**src/rtl/reshape_level_sequencer_pkg.sv**
```systemverilog
// Shared definitions for the level sequencer: width helpers, state encoding
// and the runtime active-level clamp.
package reshape_level_sequencer_pkg;

    typedef enum logic {
        IDLE = 1'b0,
        EMIT = 1'b1
    } seq_state_t;

    // Level index width; a single-level build still needs one bit.
    function automatic int lvl_width(input int levels);
        return (levels <= 1) ? 1 : $clog2(levels);
    endfunction

    function automatic int cfg_width(input int levels);
        return $clog2(levels + 1);
    endfunction

    // Zero or an over-range request runs every synthesized level.
    function automatic int eff_levels(input int cfg, input int levels);
        return (cfg == 0 || cfg > levels) ? levels : cfg;
    endfunction

endpackage

```
**src/rtl/reshape_level_sequencer_reshape.sv**
```systemverilog
// Combinational bit-plane reshape: lane-interleaved word in, level-major planes out.
module reshape_level_sequencer_reshape #(
    parameter int BINARY_LEVELS = 2,
    parameter int SIMD_WIDTH    = 32
) (
    input  logic [SIMD_WIDTH*BINARY_LEVELS-1:0] i_data,
    output logic [SIMD_WIDTH*BINARY_LEVELS-1:0] o_planes
);

    // Input bit LEVELS*i+l (lane i, level l) lands at plane l, bit i.
    for (genvar l = 0; l < BINARY_LEVELS; l++) begin : g_level
        for (genvar i = 0; i < SIMD_WIDTH; i++) begin : g_lane
            assign o_planes[SIMD_WIDTH*l + i] = i_data[BINARY_LEVELS*i + l];
        end
    end

endmodule

```
**src/rtl/reshape_level_sequencer.sv**
```systemverilog
// Holds one reshaped activation word and emits one level plane per cycle
// under valid/ready backpressure, honouring a runtime active-level count.
module reshape_level_sequencer
    import reshape_level_sequencer_pkg::*;
#(
    parameter int BINARY_LEVELS = 2,
    parameter int SIMD_WIDTH    = 32,
    localparam int LW = lvl_width(BINARY_LEVELS),
    localparam int CW = cfg_width(BINARY_LEVELS)
) (
    input  logic                                ap_clk,
    input  logic                                ap_rst_n,
    input  logic [CW-1:0]                       cfg_levels,
    input  logic [SIMD_WIDTH*BINARY_LEVELS-1:0] in_data,
    input  logic                                in_valid,
    output logic                                in_ready,
    output logic [SIMD_WIDTH-1:0]               out_data,
    output logic [LW-1:0]                       out_level,
    output logic                                out_last,
    output logic                                out_valid,
    input  logic                                out_ready,
    output logic                                busy
);

    seq_state_t                         r_state;
    logic [LW-1:0]                      r_lvl;
    logic [CW-1:0]                      r_nlev;
    logic [SIMD_WIDTH*BINARY_LEVELS-1:0] r_buf;

    logic [SIMD_WIDTH*BINARY_LEVELS-1:0] w_planes;
    logic [CW-1:0]                      w_eff_nlev;
    logic [LW-1:0]                      w_last_lvl;
    logic                               w_emit;
    logic                               w_accept;

    reshape_level_sequencer_reshape #(
        .BINARY_LEVELS (BINARY_LEVELS),
        .SIMD_WIDTH    (SIMD_WIDTH)
    ) u_reshape (
        .i_data   (in_data),
        .o_planes (w_planes)
    );

    assign w_eff_nlev = CW'(eff_levels(int'(cfg_levels), BINARY_LEVELS));
    // nlev never exceeds BINARY_LEVELS, so nlev-1 always fits the level index.
    assign w_last_lvl = LW'(r_nlev - CW'(1));
    assign w_emit     = (r_state == EMIT);

    assign out_valid  = w_emit;
    assign busy       = w_emit;
    assign out_level  = r_lvl;
    assign out_data   = r_buf[SIMD_WIDTH*int'(r_lvl) +: SIMD_WIDTH];
    assign out_last   = w_emit && (r_lvl == w_last_lvl);

    // A new word may enter in the same cycle the last plane leaves.
    assign in_ready   = !w_emit || (out_ready && out_last);
    assign w_accept   = in_valid && in_ready;

    // NOTE: state registers use non-blocking assignments so every register
    // samples pre-edge values regardless of statement order.
    always_ff @(posedge ap_clk or negedge ap_rst_n) begin
        if (!ap_rst_n) begin
            r_state <= IDLE;
            r_lvl   <= '0;
            r_nlev  <= CW'(BINARY_LEVELS);
            r_buf   <= '0;
        end else if (w_accept) begin
            r_state <= EMIT;
            r_lvl   <= '0;
            r_nlev  <= w_eff_nlev;
            r_buf   <= w_planes;
        end else if (w_emit && out_ready) begin
            if (out_last) begin
                r_state <= IDLE;
            end else begin
                r_lvl <= r_lvl + LW'(1);
            end
        end
    end

endmodule

```
**config.mk**
```make
export PLATFORM = sky130hd
export DESIGN_NAME = reshape_level_sequencer
export DESIGN_NICKNAME = d
export VERILOG_FILES = /design/src/rtl/reshape_level_sequencer_pkg.sv /design/src/rtl/reshape_level_sequencer_reshape.sv /design/src/rtl/reshape_level_sequencer.sv
export SDC_FILE = /design/constraint.sdc
export NUM_CORES = 1
export LEC_CHECK = 0
export ABC_AREA = 1
export CORE_ASPECT_RATIO = 0.5
export CORE_MARGIN = 4
export CORE_UTILIZATION = 60
export DETAILED_ROUTE_END_ITERATION = 10
export DONT_BUFFER_PORTS = 1
export GPL_TIMING_DRIVEN = 0
export PLACE_DENSITY = 0.73
export SYNTH_ARGS = -nofsm -noshare
export SYNTH_HDL_FRONTEND = slang
export SYNTH_HIERARCHICAL = 1
export SYNTH_SLANG_ARGS = --single-unit
export TNS_END_PERCENT = 100
```
**constraint.sdc**
```tcl
create_clock -name ap_clk -period 1.9 [get_ports ap_clk]
set_clock_uncertainty 0.1 [all_clocks]
set_input_delay 0.57 -clock ap_clk [delete_from_list [all_inputs] [get_ports ap_clk]]
set_output_delay 0.57 -clock ap_clk [all_outputs]
set_load 0.005 [all_outputs]
```
* After elaboration in Yosys (flattened, before gate mapping) *
Index checks and enable logic that the tools add are counted.
Widths: inputs -> output; s select.

word-level totals
  register bits after elaboration = 67
  bits of input ports = 70
  output and inout bits = 37
  logic and storage cells = 29

cells by class
  add/subtract/negate cells = 2
  $lt $le $gt $ge = 1
  eq/ne operators = 2
  shifts and indexed selects = 1
  multiplexer cells = 7
  reductions and logical operators = 12

operators with widths
  cell                 count
  $shiftx 64x7->32     1
  $mux 1               7
  $logic_and 1x1->1    4
  $reduce_and 2->1     2
  $reduce_bool 2->1    2
  $gt 2x2->1 const B   1
  $logic_not 2->1      1
  $logic_or 1x1->1     2
  $ne 2x1->1 const B   1
  $add 1x1->1 const B  1
  $eq 1x1->1           1
  $logic_not 1->1      1
  $sub 1x1->1 const B  1

* Depth between registers and ports, before layout *
Gate-level depths: netlist of the first run.

  word-level depth = 8
  mapped depth = 10

* By module *
The synthesis of the first run kept the hierarchy.

by module, submodules not included
  module                           instances  cells an instance  area an instance (um^2)
  reshape_level_sequencer          1          415                3216.8
  reshape_level_sequencer_reshape  1          64                 480.5

* Worst setup path after synthesis of the first run *
Ideal clock, no wire load.

  kind = register to output
  start = register r_lvl, in the netlist out_level
  end = output out_data[0]
  data arrival time = 993 ps
  data required time = 1230 ps
  slack = 237 ps
  stages on the path, launching flop included = 6
  path through = dfrtp_1 > buf_4 > inv_4 > clkbuf_1 > nand2_1 > nand2_1

between the ends
  longest elaborated chain between the ends = 1

RTL lines
  item                      RTL line                       source
  start: declaration        reshape_level_sequencer.sv:26  logic [LW-1:0] r_lvl;
  start signal: assignment  reshape_level_sequencer.sv:76  r_lvl <= r_lvl + LW'(1);
  $shiftx 64x7->32          reshape_level_sequencer.sv:52  assign out_data = r_buf[SIMD_WIDTH*int'(r_lvl) +: SIMD_WIDTH];
  end: declaration          reshape_level_sequencer.sv:17  output logic [SIMD_WIDTH-1:0] out_data,

Every way passes these cells.

* Worst setup path after layout of the first run *
  start = register r_lvl, in the netlist out_level
  end = output out_data[9]

The elaborated chain is that of the path after synthesis.

==> flow_summary.yaml, run 1 <==
outcome:
  status: "finished with violations"
  violations: "negative hold slack, negative setup slack"
yosys:
  ys_seq_elements: 67
  synth_top_family_by_area: "simple AND/OR/NAND/NOR gates"
  synth-xor-area-share: 0
  synth_ff_type: "dfrtp_1"
  ys_seq_area_frac: 0.453
  synthAdderAreaFrac: 0
  ys_warn_count: 6
  syn-num-nets: 549
  async_reset_ff_frac: 1.00
  muxShareOfSynthArea: 0
  synth-compound-area-share: 0.00135
  syn_avg_cell_area_sq_um: 7.72
  synth-simple-area-share: 0.357
  syn_inst: 479
  synth_edf_count: 0
  synthDistinctLibCells: 15
  syn_area_sq_um: 3700
cts:
  insertion_delay_ns: 0.32
  numCtsBuffers: 9
  cts_buffer_depth: 2
  clk_pin_slew_ns: 0.05
  clockRootBuffer: "clkbuf_16"
  cts_tree: "built"
  htree_num_levels: 3
  cts.sinks: 67
placement:
  io_buffers: 0
  hpwlAfterDp_microns: 6700
  finalWeightedCongestion: 0.836
sta:
  slew_viol_final: 0
  max_freq_mhz: 508
  tightest_slew_ns: 0.577
  finalCritPeriodShare: 1.04
  finalSetupViolations: 32
  setup_tns_ns: -1.39
  period_minus_slack_ns: 1.97
  fin_ws_ns: -0.0676
  hold_viol: 67
  max-slew-margin-rel: 0.616
  holdWs_ns: -0.164
  rsz0062_at_grt: "true"
pwr:
  power_mw: 7.38
  ir_drop_uv: 823
  p_per_area_nw_per_um2: 1740
  p_leak_nw: 2.34
global_routing:
  grt_pass1_wl_microns: 15700
  track_usage: 0.270
  grt_overflow: 0
  grt_antenna_before_repair: 0
  grt_pass1_vias: 3071
  grt_max_degree: 68
drt:
  ant_nets: 0
  dr.pass1.iters: 5
  vias: 3222
  routed_via_density: 5.56
  routedWlPerCell_microns: 16.8
  drt-total-wl_microns: 9720
  drt_iter0_markers: 261
  route.detailed.drc: 0
floorplan:
  die-area_sq_um: 7560
  die_h_microns: 63.5
  ios: 107
  rows: 19
  initial_utilization: 0.645
  die_w_microns: 119
  core_sq_um: 5730
critical_path:
  path_max_fanout: 10
  crit_arrival_ns: 1.30
  cp-end-kind: "primary output"
  reg2reg_depth: 10
  startpoint_type: "flip-flop"
  worstReg2RegStart: "out_level"
  critPathRequiredTime_ns: 1.23
  ff2ff_setup_slack_ns: 0.14
  r2r-end: "r_buf[1]"
  worstSetupPathType: "reg2out"
worst_hold_path:
  hp-class: "in2async"
finish:
  final_nets: 562
  n_antenna_cell: 0
  syn_to_final_growth_pct: 15.1
  drive_above_1_share: 0.254
run:
  maxCapViolCount: 0
[per-stage QoR]
| step | area (sq um) | worst slack [ns] | util | instances |
|---|---|---|---|---|
| 2_1_floorplan | 3700 | 0.237 | - | 479 |
| 3_3_place_gp | 3800 | -0.108 | 0.664 | 563 |
| 3_5_place_dp | 3800 | -0.141 | 0.664 | 563 |
| 4_1_cts | 4220 | -0.0786 | 0.736 | 580 |
| 5_1_grt | 4250 | -0.125 | 0.743 | 580 |
| 6_report | 4250 | -0.0676 | 0.743 | 580 |
[logic make-up after synthesis]
| logic type | after synthesis |
|---|---|
| buffers and inverters | 106 |
| AO/OA/AOI/OAI | 1 |
| AND/OR/NAND/NOR | 305 |
| flip-flops | 67 |
[layout make-up]
class / instances / area (sq um)
inverter: 6 / 30.0
buffer: 100 / 753
timing repair buffer: 2 / 15.0
clock inverter: 2 / 35.0
fill: 438 / 1480
multi-input combinational: 306 / 1380
clock buffer: 13 / 260
tap: 84 / 105
sequential: 67 / 1680
[state kept, by name (all words and copies together), names as in the netlist]
register	flops
r_nlev	1
busy	1
out_level	1
r_buf	64
[Yosys cell counts, types with 2 or more instances]
| master | instances | area (sq um) |
|---|---|---|
| nand2_1 | 235 | 882 |
| buf_4 | 73 | 548 |
| dfrtp_1 | 67 | 1680 |
| nand4_1 | 65 | 407 |
| buf_2 | 12 | 60.1 |
| clkbuf_1 | 10 | 37.5 |
| inv_1 | 5 | 18.8 |
| buf_1 | 4 | 15.0 |
| nor2_1 | 2 | 7.51 |
[worst max path at each step]
| stage | endpoint | cells past startpoint | startpoint |
|---|---|---|---|
| floorplan | out_data[0] | 5 | out_level |
| global placement | out_data[0] | 5 | out_level |
| detailed placement | out_data[15] | 5 | out_level |
| CTS | out_data[15] | 4 | out_level |
| global route | out_data[15] | 5 | out_level |
| finish | out_data[9] | 5 | out_level |
[critical path, cell delays in order, from the launching register on]
cell       delay [ns]
dfrtp_1          0.41
buf_6            0.16
inv_8            0.08
clkbuf_16        0.16
nand2_1          0.07
nand2_2          0.08
[where the power goes]
group / total, mW / internal (mW) / switching (mW)
logic: 3.21 / 1.19 / 2.01
registers: 2.52 / 2.12 / 0.403
clock network: 1.66 / 1.08 / 0.577
[layer usage]
metal  vias up  routed length, microns  global-route usage  part of all wire
met5         -                       0                   0                 0
met4         0                     176              0.0808             0.018
met3        20                    1160              0.0938              0.12
met2       181                    4460               0.424              0.46
met1      1519                    3930               0.354              0.40
li1       1502                       -                   -                 -
[placed cells by master (no fill, tap or decap), drive strengths merged]
cell type,instances
nand2,236
bufinv,1
nand3,1
o21ai,1
nand4,65
or2,1
dfrtp,67
buf,93
clkinv,1
nor2,2
clkbuf,22
inv,6
[repair_timing]
item                                   CTS  global route
gates resized for setup                 28            15
setup endpoints to repair               32            35
endpoints found under the hold margin   67            67
cloned                                   0             0
buffers inserted                         2             0
pin swaps                                3             1
Power figures use the tool's default switching activity.
==> run 2, diff against run 1 <==
CELL_PAD_IN_SITES_DETAIL_PLACEMENT = 0   (was default)
CELL_PAD_IN_SITES_GLOBAL_PLACEMENT = 1   (was default)
CORE_UTILIZATION = 45   (was 60)
PLACE_DENSITY = 0.76   (was 0.73)
==> run 2 against run 1 <==
Effect of this change: the run still ends with negative hold slack, negative setup slack left; setup slack better by 0.012 ns; global-route usage fell by 6.0 points; sequential share of layout area is 0.45 points lower; sequential power about the same; worst hold slack gained 0.0096 ns; core utilization shrank 20 points; non-clock buffer count up 2; count of clock-buffer cells in the layout did not move; die area rose by 30%; via count fell by 6.4%; combinational power is essentially flat; register-to-register slack better by 0.02 ns; critical endpoint unchanged; largest power group unchanged.
==> flow_summary.yaml, run 2 (synthesis gave the netlist of run 1 again) <==
finish:
  final_cell_mix: "nand2_1, buf_4, dfrtp_1"
  final_common_cell: "nand2_1"
  fin_area_sq_um: 4300
  largest_register_ff_count: 64
  syn_to_final_growth_pct: 16.4
  stdcell_count: 610
  final_nets: 564
  drive_above_1_share: 0.251
  n_antenna_cell: 0
  regMostFlops: "r_buf"
sta:
  max_freq_mhz: 511
  rsz0062_at_grt: "true"
  finalCritPeriodShare: 1.03
  slew_viol_final: 0
  finalSetupViolations: 31
  period_minus_slack_ns: 1.96
  max-slew-margin-rel: 0.638
  fin_ws_ns: -0.0553
  hold_viol: 67
  tightest_slew_ns: 0.542
  holdWs_ns: -0.155
pwr:
  p_per_area_nw_per_um2: 1710
  p_leak_nw: 2.35
  power_mw: 7.36
  ir_drop_uv: 767
critical_path:
  startpoint_type: "flip-flop"
  crit_arrival_ns: 1.29
  cp_slowest_cell: "dfrtp_1"
  critPathRequiredTime_ns: 1.23
  path_buf_inv: 3
  path_max_fanout: 10
  path_cells: "buf_6 -> inv_8 -> clkbuf_16 -> nand2_1 -> nand2_1"
  cp_top_family: "buffers and inverters"
  cp-end-kind: "primary output"
  worstSetupPathType: "reg2out"
  crit_top_cell: "nand2_1"
  max_stage_delay_ns: 0.40
drt:
  drt-total-wl_microns: 10100
  drt_iter0_markers: 188
  route.detailed.drc: 0
  met1Wirelength_microns: 4860
  routed_via_density: 4.94
  wl_met2_microns: 4450
  routedWlPerCell_microns: 16.5
  highest_layer: "met4"
  ant_nets: 0
  vias: 3016
  dr.pass1.iters: 4
  wl_met3_microns: 726
placement:
  io_buffers: 0
  hpwlAfterDp_microns: 7040
  place_inst: 591
  dp_slack_ns: -0.241
  finalWeightedCongestion: 0.806
  post_dp_cell_area_sq_um: 3840
outcome:
  violations: "negative hold slack, negative setup slack"
  status: "finished with violations"
global_routing:
  grt_max_degree: 68
  grt_overflow: 0
  track_usage: 0.210
  grt_pass1_wl_microns: 15700
  grt_pass1_vias: 2932
  grt_antenna_before_repair: 0
floorplan:
  initial_utilization: 0.462
  core_sq_um: 8000
  die_w_microns: 136
  die_h_microns: 72.1
  die-area_sq_um: 9820
  rows: 23
  ios: 107
cts:
  cts_tree: "built"
  insertion_delay_ns: 0.32
  clk_pin_slew_ns: 0.05
  cts_buffer_depth: 2
  clockRootBuffer: "clkbuf_16"
  htree_num_levels: 3
  numCtsBuffers: 9
  cts.sinks: 67
worst_hold_path:
  hp-class: "in2async"
run:
  maxCapViolCount: 0
==> run 2: repair_timing <==
item                       4_1_cts  5_1_grt
cloned                           0        1
pin swaps                        3        2
setup buffers                    2        1
setup endpoints to repair       33       33
hold endpoints to repair        67       67
gates resized for setup         32        9
==> run 2: worst register-to-register path: stages, from the launching register on <==
cell     delay (ns)
dfrtp_1        0.38
buf_6          0.16
inv_8          0.06
nand2_4        0.06
nand2_4        0.05
buf_4          0.13
nand2_2        0.07
buf_4          0.18
buf_2          0.26
nand4_1        0.11
nand2_1        0.10
==> run 2: cell type report <==
type | count | area [sq um]
Buffer | 100 | 751
Fill cell | 818 | 3700
Tap cell | 112 | 140
Timing Repair Buffer | 4 | 33.8
Inverter | 6 | 30.0
Multi-Input combinational cell | 306 | 1380
Clock inverter | 2 | 35.0
Sequential cell | 67 | 1680
Clock buffer | 13 | 260
==> run 2: power breakdown <==
part / leakage [nW] / switching [mW] / total (mW) / internal, mW
Clock: 0.146 / 0.563 / 1.64 / 1.08
Combinational: 1.38 / 2.00 / 3.22 / 1.22
Sequential: 0.828 / 0.385 / 2.50 / 2.12
Total: 2.35 / 2.95 / 7.36 / 4.41
==> run 2: path summary, 6_finish.rpt <==
kind | to | slack, ns | from | cells after the start
min in group ap_clk | busy | 0.32 | out_ready | 3
max reg2reg | r_buf[1] | 0.16 | out_level | 10
min reg2reg | r_buf[53] | 0.37 | r_buf[53] | 2
max | out_data[9] | -0.06 | out_level | 5
max in group asynchronous | r_buf[12] | 1.74 | ap_rst_n | 0
min | r_buf[2] | -0.15 | ap_rst_n | 0
==> run 2: through the flow <==
stage | utilization | hold WS [ns] | setup TNS (ns)
final | 0.538 | -0.155 | -1.01
after global routing | 0.538 | -0.172 | -3.26
after CTS | 0.533 | -0.169 | -1.90
after detailed placement | 0.480 | 0.176 | -4.52
after global placement | 0.480 | 0.176 | -4.35
after floorplan | - | 0.174 | 0
==> run 2: routing by layer <==
metal / vias up / track usage
li1: 1514 / -
met2: 80 / 0.318
met1: 1420 / 0.308
met3: 2 / 0.0554
met4: 0 / 0.0402
met5: - / 0
==> run 3, diff against run 2 <==
BUFFER_PORTS_ARGS = -buffer_cell sky130_fd_sc_hd__clkbuf_2   (was default)
CORE_UTILIZATION = 37   (was 45)
DONT_BUFFER_PORTS = default   (was 1)
PLACE_DENSITY = 0.77   (was 0.76)
SLEW_MARGIN = 10   (was default)
==> run 3 against run 2 <==
Effect of this change: the run ends with negative setup slack left; setup slack worse by 0.11 ns; via count is 6.3% higher; sequential cell count stayed put; worst hold slack better by 0.19 ns; highest routed layer unchanged.
==> flow_summary.yaml, run 3 (synthesis gave the netlist of run 1 again) <==
critical_path:
  worstReg2RegStart: "out_level"
  worstSetupPathType: "reg2out"
  cp-end-kind: "primary output"
  startpoint_type: "flip-flop"
  crit_arrival_ns: 1.40
  r2r-end: "busy"
  cp_slowest_cell: "dfrtp_1"
  critPathRequiredTime_ns: 1.23
  ff2ff_setup_slack_ns: -0.11
  path_max_fanout: 7
  cp_top_family: "flip-flops"
  crit_top_cell: "nand2_2"
  path_cells: "buf_6 -> inv_8 -> nand2_2 -> nand2_4 -> nor2_4 -> nand2_1 -> nand2_2 -> clkbuf_2"
  path_depth: 8
  path_buf_inv: 3
  max_stage_delay_ns: 0.39
  reg2reg_depth: 16
finish:
  n_antenna_cell: 0
  largest_register_ff_count: 64
  syn_to_final_growth_pct: 24.7
  drive_above_1_share: 0.311
  final_nets: 614
  nFillCells: 970
  final_common_cell: "nand2_1"
  final_cell_mix: "nand2_1, buf_4, dfrtp_1"
  regMostFlops: "r_buf"
pwr:
  swShare: 0.394
  ir_drop_uv: 725
  p_comb_frac: 0.486
  p_leak_nw: 2.57
  p_sw_mw: 3.15
  clkPwrFrac: 0.201
  p_per_area_nw_per_um2: 1730
  power_frac_seq: 0.313
  internal-power_mw: 4.85
floorplan:
  core_sq_um: 9600
  die_w_microns: 149
  die_h_microns: 78.7
  rows: 25
  die-area_sq_um: 11800
  initial_utilization: 0.385
  ios: 107
cts:
  numCtsBuffers: 9
  clk_pin_slew_ns: 0.05
  cts_buffer_depth: 2
  htree_num_levels: 3
  cts_tree: "built"
  clockRootBuffer: "clkbuf_16"
  insertion_delay_ns: 0.33
  cts_hold_buf: 0
  cts.sinks: 67
drt:
  drt_iter0_markers: 182
  ant_nets: 0
  dr.pass1.iters: 4
  route.detailed.drc: 0
  routed_via_density: 4.70
  routedWlPerCell_microns: 15.5
  drt-total-wl_microns: 10600
  vias: 3205
global_routing:
  grt_overflow: 0
  grt_antenna_before_repair: 0
  track_usage: 0.187
  grt_max_degree: 53
  grt_pass1_vias: 3242
  grt_pass1_wl_microns: 16800
sta:
  slew_viol_final: 0
  hold_viol: 0
  tightest_slew_ns: 0.569
  max-slew-margin-rel: 0.621
  max_freq_mhz: 484
  fin_ws_ns: -0.166
  holdWs_ns: 0.0308
  finalSetupViolations: 35
  setup_tns_ns: -3.63
  finalCritPeriodShare: 1.09
  period_minus_slack_ns: 2.07
  rsz0062_at_grt: "true"
placement:
  io_buffers: 42
  finalWeightedCongestion: 0.812
  hpwlAfterDp_microns: 7440
worst_hold_path:
  hp-class: "in2async"
outcome:
  status: "finished with violations"
  violations: "negative setup slack"
run:
  maxCapViolCount: 0
## run 3: changes by cell type in the layout (fill, tap and decap cells not counted), moves of 2 or more
cell      delta
nand2_1      +5
nand2_4      -2
clkbuf_2    +41
nand2_2      -3
buf_6        +6
## run 3: what timing repair did
item | CTS | global route
resized for setup | 34 | 7
setup endpoints to repair | 33 | 35
buffers inserted | 10 | 1
pin swaps | 1 | 1
## run 3: worst register-to-register path, cell delays in order, from the launching register on
cell     delay, ns
dfrtp_1       0.39
buf_6         0.15
inv_8         0.08
nand2_2       0.07
nand2_4       0.07
nor2_4        0.04
nand2_1       0.08
nand2_2       0.07
buf_4         0.15
buf_6         0.11
buf_6         0.10
buf_6         0.10
buf_6         0.10
buf_6         0.10
buf_6         0.10
buf_6         0.10
nand2_1       0.04
## run 3: final cells by class
| type | instances | area [sq um] | area share |
|---|---|---|---|
| plain buffers | 100 | 751 | 0.163 |
| clock buffers | 11 | 243 | 0.0526 |
| clock inverters | 3 | 40.0 | 0.00868 |
| inverters | 6 | 30.0 | 0.00651 |
| multi-input cells | 306 | 1350 | 0.294 |
| flip-flops and latches | 67 | 1680 | 0.364 |
| well taps | 135 | 169 | 0.0366 |
| repair buffers | 54 | 349 | 0.0757 |
## run 3: power by group through the flow
stage                     sequential, mW  clock (mW)  combinational, mW
after global routing                2.58        1.72               4.38
after floorplan                     2.41           0               2.13
after global placement              2.49           0               3.33
after CTS                           2.49        1.66               3.87
final                               2.50        1.61               3.89
after detailed placement            2.50           0               3.38
## run 3: how the worst max path moves through the flow
| stage | start | slack (ns) | end |
|---|---|---|---|
| global placement | ap_rst_n | -0.38 | r_buf[36] |
| finish | out_level | -0.17 | in_ready |
| CTS | out_level | -0.17 | in_ready |
| detailed placement | out_level | -0.25 | out_data[22] |
| floorplan | out_level | 0.24 | out_data[0] |
| global route | out_level | -0.23 | in_ready |
## run 3: metrics by stage
stage	worst slack, ns	cell area [sq um]	total power [mW]	util	std cells
5_1_grt	-0.227	4610	8.67	0.480	682
4_1_cts	-0.166	4590	8.01	0.478	681
3_3_place_gp	-0.382	4080	5.81	0.424	656
6_report	-0.166	4610	8.00	0.480	682
2_1_floorplan	0.237	3700	4.54	-	479
3_5_place_dp	-0.246	4110	5.88	0.428	657
## run 3: metal layers
metal | routed length (microns) | up-vias | global-route usage
met5 | 0 | - | 0
met4 | 114 | 0 | 0.0539
met3 | 665 | 10 | 0.0507
met2 | 4810 | 93 | 0.292
met1 | 4990 | 1499 | 0.255
li1 | - | 1603 | -
